<file path="config.mk">
export PLATFORM = sky130hd
export DESIGN_NAME = ring_freq_meter
export DESIGN_NICKNAME = d
export VERILOG_FILES = /design/src/rtl/ring_freq_meter_pkg.sv /design/src/rtl/ring_freq_meter_sync_edge_det.sv /design/src/rtl/ring_freq_meter.sv
export SDC_FILE = /design/constraint.sdc
export NUM_CORES = 1
export LEC_CHECK = 0
export CORE_MARGIN = 4
export CORE_UTILIZATION = 40
export DETAILED_ROUTE_END_ITERATION = 7
export SLEW_MARGIN = 5
export SYNTH_ARGS = -nofsm -noshare
export SYNTH_HDL_FRONTEND = slang
export SYNTH_SLANG_ARGS = --single-unit
</file>
<file path="constraint.sdc">
create_clock -name clk -period 5 [get_ports clk]
set_input_delay 1 -clock clk [delete_from_list [all_inputs] [get_ports clk]]
set_output_delay 1 -clock clk [all_outputs]
set_load 0.01 [all_outputs]
</file>
<file path="src/rtl/ring_freq_meter_pkg.sv">
// Shared definitions for the ring oscillator frequency meter and its benches.
`timescale 1ps/1ps
package ring_pkg;

   // Measurement sequencer states
   typedef enum logic [1:0] {
      ST_IDLE    = 2'd0,
      ST_SETTLE  = 2'd1,
      ST_MEASURE = 2'd2,
      ST_DONE    = 2'd3
   } state_t;

   // Default measurement setup, also used by the ring oscillator bench
   localparam int DEF_GATE_CYCLES   = 1000;
   localparam int DEF_SETTLE_CYCLES = 64;
   localparam int DEF_CNT_W         = 16;
   localparam int DEF_SYNC_STAGES   = 2;

endpackage

</file>
<file path="src/rtl/ring_freq_meter_sync_edge_det.sv">
// Synchroniser plus rising-edge detector for an asynchronous input.
// Pulse appears SYNC_STAGES cycles after the input rises and is consumed
// by the next clock edge, giving SYNC_STAGES+1 cycles of latency.
`timescale 1ps/1ps
module sync_edge_det #(
   parameter int SYNC_STAGES = 2
) (
   input  logic clk,
   input  logic rst_n,
   input  logic async_in,
   output logic rise_pulse
);

   logic [SYNC_STAGES-1:0] sync_chain;
   logic                   sync_prev;

   // Metastability chain followed by one history flop for edge detection
   always_ff @(posedge clk or negedge rst_n) begin
      if (!rst_n) begin
         sync_chain <= '0;
         sync_prev  <= 1'b0;
      end else begin
         sync_chain <= {sync_chain[SYNC_STAGES-2:0], async_in};
         sync_prev  <= sync_chain[SYNC_STAGES-1];
      end
   end

   assign rise_pulse = sync_chain[SYNC_STAGES-1] & ~sync_prev;

endmodule

</file>
<file path="src/rtl/ring_freq_meter.sv">
// Gated edge counter for a ring oscillator: enables the oscillator, waits for
// it to settle, counts synchronised rising edges over GATE_CYCLES clocks and
// publishes the saturating count with a one-cycle valid pulse.
`timescale 1ps/1ps
module ring_freq_meter
   import ring_pkg::*;
#(
   parameter int GATE_CYCLES   = DEF_GATE_CYCLES,
   parameter int SETTLE_CYCLES = DEF_SETTLE_CYCLES,
   parameter int CNT_W         = DEF_CNT_W,
   parameter int SYNC_STAGES   = DEF_SYNC_STAGES
) (
   input  logic             clk,
   input  logic             rst_n,
   input  logic             start,
   input  logic             abort,
   input  logic             osc_in,
   output logic             osc_en,
   output logic             busy,
   output logic [CNT_W-1:0] count_out,
   output logic             count_valid,
   output logic             overflow
);

   localparam int GATE_W   = $clog2(GATE_CYCLES);
   localparam int SETTLE_W = $clog2(SETTLE_CYCLES + 1);
   localparam logic [CNT_W-1:0] CNT_MAX = '1;

   state_t              state;
   logic [SETTLE_W-1:0] settle_cnt;
   logic [GATE_W-1:0]   gate_cnt;
   logic [CNT_W-1:0]    edge_cnt;
   logic                sat_flag;
   logic                rise;
   logic                at_max;
   logic [CNT_W-1:0]    edge_cnt_upd;
   logic                sat_upd;

   sync_edge_det #(
      .SYNC_STAGES (SYNC_STAGES)
   ) u_sync (
      .clk        (clk),
      .rst_n      (rst_n),
      .async_in   (osc_in),
      .rise_pulse (rise)
   );

   // Saturating increment: an edge arriving at full scale is lost and flagged
   always_comb begin
      at_max       = (edge_cnt == CNT_MAX);
      edge_cnt_upd = edge_cnt;
      sat_upd      = sat_flag;
      if (rise) begin
         if (at_max) sat_upd = 1'b1;
         else        edge_cnt_upd = edge_cnt + CNT_W'(1);
      end
   end

   // Measurement sequencer with registered outputs; abort wins over window end
   always_ff @(posedge clk or negedge rst_n) begin
      if (!rst_n) begin
         state       <= ST_IDLE;
         settle_cnt  <= '0;
         gate_cnt    <= '0;
         edge_cnt    <= '0;
         sat_flag    <= 1'b0;
         osc_en      <= 1'b0;
         busy        <= 1'b0;
         count_out   <= '0;
         count_valid <= 1'b0;
         overflow    <= 1'b0;
      end else begin
         count_valid <= 1'b0;
         case (state)
            ST_IDLE: begin
               if (start && !abort) begin
                  state      <= ST_SETTLE;
                  settle_cnt <= SETTLE_W'(SETTLE_CYCLES - 1);
                  osc_en     <= 1'b1;
                  busy       <= 1'b1;
               end
            end
            ST_SETTLE: begin
               if (abort) begin
                  state  <= ST_IDLE;
                  osc_en <= 1'b0;
                  busy   <= 1'b0;
               end else if (settle_cnt == '0) begin
                  state    <= ST_MEASURE;
                  gate_cnt <= GATE_W'(GATE_CYCLES - 1);
                  edge_cnt <= '0;
                  sat_flag <= 1'b0;
               end else begin
                  settle_cnt <= settle_cnt - SETTLE_W'(1);
               end
            end
            ST_MEASURE: begin
               if (abort) begin
                  state  <= ST_IDLE;
                  osc_en <= 1'b0;
                  busy   <= 1'b0;
               end else begin
                  edge_cnt <= edge_cnt_upd;
                  sat_flag <= sat_upd;
                  if (gate_cnt == '0) begin
                     state       <= ST_DONE;
                     count_out   <= edge_cnt_upd;
                     overflow    <= sat_upd;
                     count_valid <= 1'b1;
                     osc_en      <= 1'b0;
                     busy        <= 1'b0;
                  end else begin
                     gate_cnt <= gate_cnt - GATE_W'(1);
                  end
               end
            end
            ST_DONE: begin
               state <= ST_IDLE;
            end
            default: begin
               state <= ST_IDLE;
            end
         endcase
      end
   end

endmodule

</file>
==> impl_metrics.json <==
{
  "outcome": "complete, no violations",
  "final_nets": 379,
  "track_usage": 0.1543,
  "synth-edff-count": 0,
  "async_flop_share": 1.000,
  "ir_worst_vdd_mv": 0.2750,
  "grtUsageMet1": 0.2079,
  "cts_resized": 0,
  "grt-busiest-layer": "met2",
  "synth_top_area_frac": 0.4510,
  "synthTopCellsByArea": "dfrtp_1 (45%), o21ai_0 (3.9%), nand2_1 (3.8%)",
  "hold_path.class": "flip-flop to flip-flop",
  "synth.distinct_cells": 55,
  "clockBufferDepth": 2,
  "clkTransAtPathRegs_ns": 0.07,
  "cts_tree": "done",
  "cts_hold_buf": 0,
  "worst_ep_arrival_time_ns": 3.40,
  "dr.first_iter.drc_count": 151,
  "clk_latency_ns": 0.33,
  "rsz0062_at_grt": "no",
  "root_buffer": "clkbuf_8",
  "diodes": 0,
  "min_to": "u_sync.sync_chain[1]",
  "hold_violations": 0,
  "drc": 0,
  "r2r_end": "count_out[13]",
  "grt_pass1_wl_mm": 12.16,
  "critPathRequiredTime_ns": 5.26,
  "synth_area_leader_cell": "dfrtp_1",
  "antenna_found_initial": 0,
  "cts_sinks": 58,
  "slew_headroom": 0.3379,
  "synthToLayoutAreaGrowth_pct": 15.55,
  "use_met3": 0.03302,
  "syn_area_per_cell_um2": 9.355,
  "clock_skew_ns": 0.01148,
  "ys_ff_latch": 58,
  "holdPathStages": 0,
  "netlist_instances": 344,
  "cts_setup_buffers": 0,
  "reg2reg_slack_ns": 2.25,
  "critPathKind": "input port to flip-flop",
  "endpoint_kind": "flip-flop",
  "timing.fmax_mhz": 318.1,
  "setup_violations": 0,
  "met2_usage": 0.2478,
  "cp-start-kind": "input port",
  "rr_startpoint": "state[0]",
  "fin_crit_sh": 0.6287,
  "die_x_um": 97.70,
  "power_per_cell_area_nw_per_um2": 394.7,
  "ys_warn_count": 0,
  "cts_buffers": 9,
  "dpl.hpwl_mm": 4.752,
  "cap_violations": 0,
  "ys.flop_type": "dfrtp_1",
  "worst_slew_pin_slew_ns": 0.9902,
  "whs_ns": 0.3559,
  "synth_nets": 357,
  "wl_mm": 6.855,
  "p_leak_nw": 1.498,
  "stdcell_count": 472,
  "htree_levels": 3,
  "drive_gt1_frac": 0.07568,
  "finalInstanceArea_um2": 3719,
  "hold_start": "u_sync.sync_chain[0]",
  "port_buffers": 24,
  "coreArea_um2": 7767,
  "ios": 25,
  "reg2regPathDepth": 7,
  "placedCellCount": 457,
  "placed_cell_area_um2": 3515,
  "via_per_inst": 5.485,
  "yosysMostFrequentCell": "dfrtp_1",
  "routabilityCongestion": 0.8125,
  "ys_seq_area_frac": 0.4510,
  "postRouteAntennaNets": 0,
  "die-area_um2": 9544,
  "grt_pass1_vias": 2518,
  "drt_pass1_iterations": 4,
  "syn_area_um2": 3218,
  "final_max_slew_viol_count": 0,
  "initial_core_util": 0.4143,
  "setup-tns-final_ns": 0,
  "grt_start_max_net_pins": 59,
  "route.detailed.wl_per_inst_um": 14.52,
  "synth_common_cells": "dfrtp_1 (58), nand2_1 (33), nor2_1 (32)",
  "finalCriticalPeriod_ns": 3.143,
  "fp-row-count": 32,
  "die_h_um": 97.70,
  "vias": 2589,
  "grt-ovfl-total": 0,
  "path_max_fanout": 27
}
[worst max-delay path by stage]
stage                     startpoint       endpoint  slack (ns)  depth (start not counted)
after global placement         abort  count_out[13]        1.57                          6
after floorplan                abort    edge_cnt[0]        2.78                          5
final                          abort  count_out[13]        1.86                          6
after global routing           abort  count_out[15]        1.43                          6
after CTS                      abort  count_out[13]        1.83                          6
after detailed placement       abort  count_out[13]        1.48                          6
[logic make-up after synthesis]
logic type,share of synthesized area
fa+ha+maj,0.03111
compound gates,0.1625
buf+inv,0.03927
mux,0.01244
flops,0.4510
xor+xnor,0.05171
simple gates,0.2519
[cell type report]
cell class	count	area [um^2]
clock buffers	13	168.9
clock inverters	2	35.03
fillers	760	4049
inverters	14	52.55
multi-input cells	258	1640
flip-flops and latches	58	1451
well taps	102	127.6
repair buffers	25	242.7
[cells in the final DEF, fill, tap and decap left out, types with 2 or more instances in the layout]
cell type        instances
or3_1                    3
nand4_1                 14
and4_1                   6
clkdlybuf4s50_1         23
nand3b_1                 2
a32o_1                   2
o31ai_1                  6
nor3b_1                  3
xor2_1                  12
nand2_1                 33
a31oi_1                 11
nor2_1                  32
o2111ai_1                2
ha_1                     8
nor3_1                   8
or4_1                    5
nor2b_1                  4
o2bb2ai_1                2
nand2b_1                 2
mux2i_1                  4
nand4_2                  2
nand3_1                 18
nand4b_1                 2
dfrtp_1                 58
a21oi_1                 20
xnor2_1                  7
clkbuf_8                12
o21ai_1                  2
inv_1                   13
and2_1                   3
o21ai_0                 25
[flip-flops by register name (all words and copies together), names as in the netlist, 2 cells and up]
| signal | cells |
|---|---|
| state | 2 |
| gate_cnt | 10 |
| settle_cnt | 7 |
| count_out | 16 |
| u_sync.sync_chain | 2 |
| edge_cnt | 16 |
[power breakdown]
group	internal [W]	switching, W	total (W)
clock network	0.000268	0.000180	0.000448
registers	0.000542	0.0000853	0.000627
logic	0.000163	0.000229	0.000392
[critical path: stages]
cell	delay (ns)
clkdlybuf4s50_1	0.61
nor2b_1	0.30
nand4_1	0.81
clkinv_1	0.46
nor2_1	0.07
a31oi_1	0.14
[routing by layer]
layer  vias to the layer above  part of all wire
li1                       1299                 -
met1                      1232              0.48
met2                        49              0.47
met3                         9             0.035
met4                         0             0.014
met5                         -                 0
[metrics by stage]
stage	setup slack (ns)	utilization	power, W
detailed placement	1.482	0.4525	0.001030
global route	1.433	0.4787	0.001568
finish	1.857	0.4787	0.001468
CTS	1.834	0.4787	0.001487
floorplan	2.775	-	0.0009115
global placement	1.572	0.4525	0.001018
No activity file was read; power rests on OpenSTA's default activity.
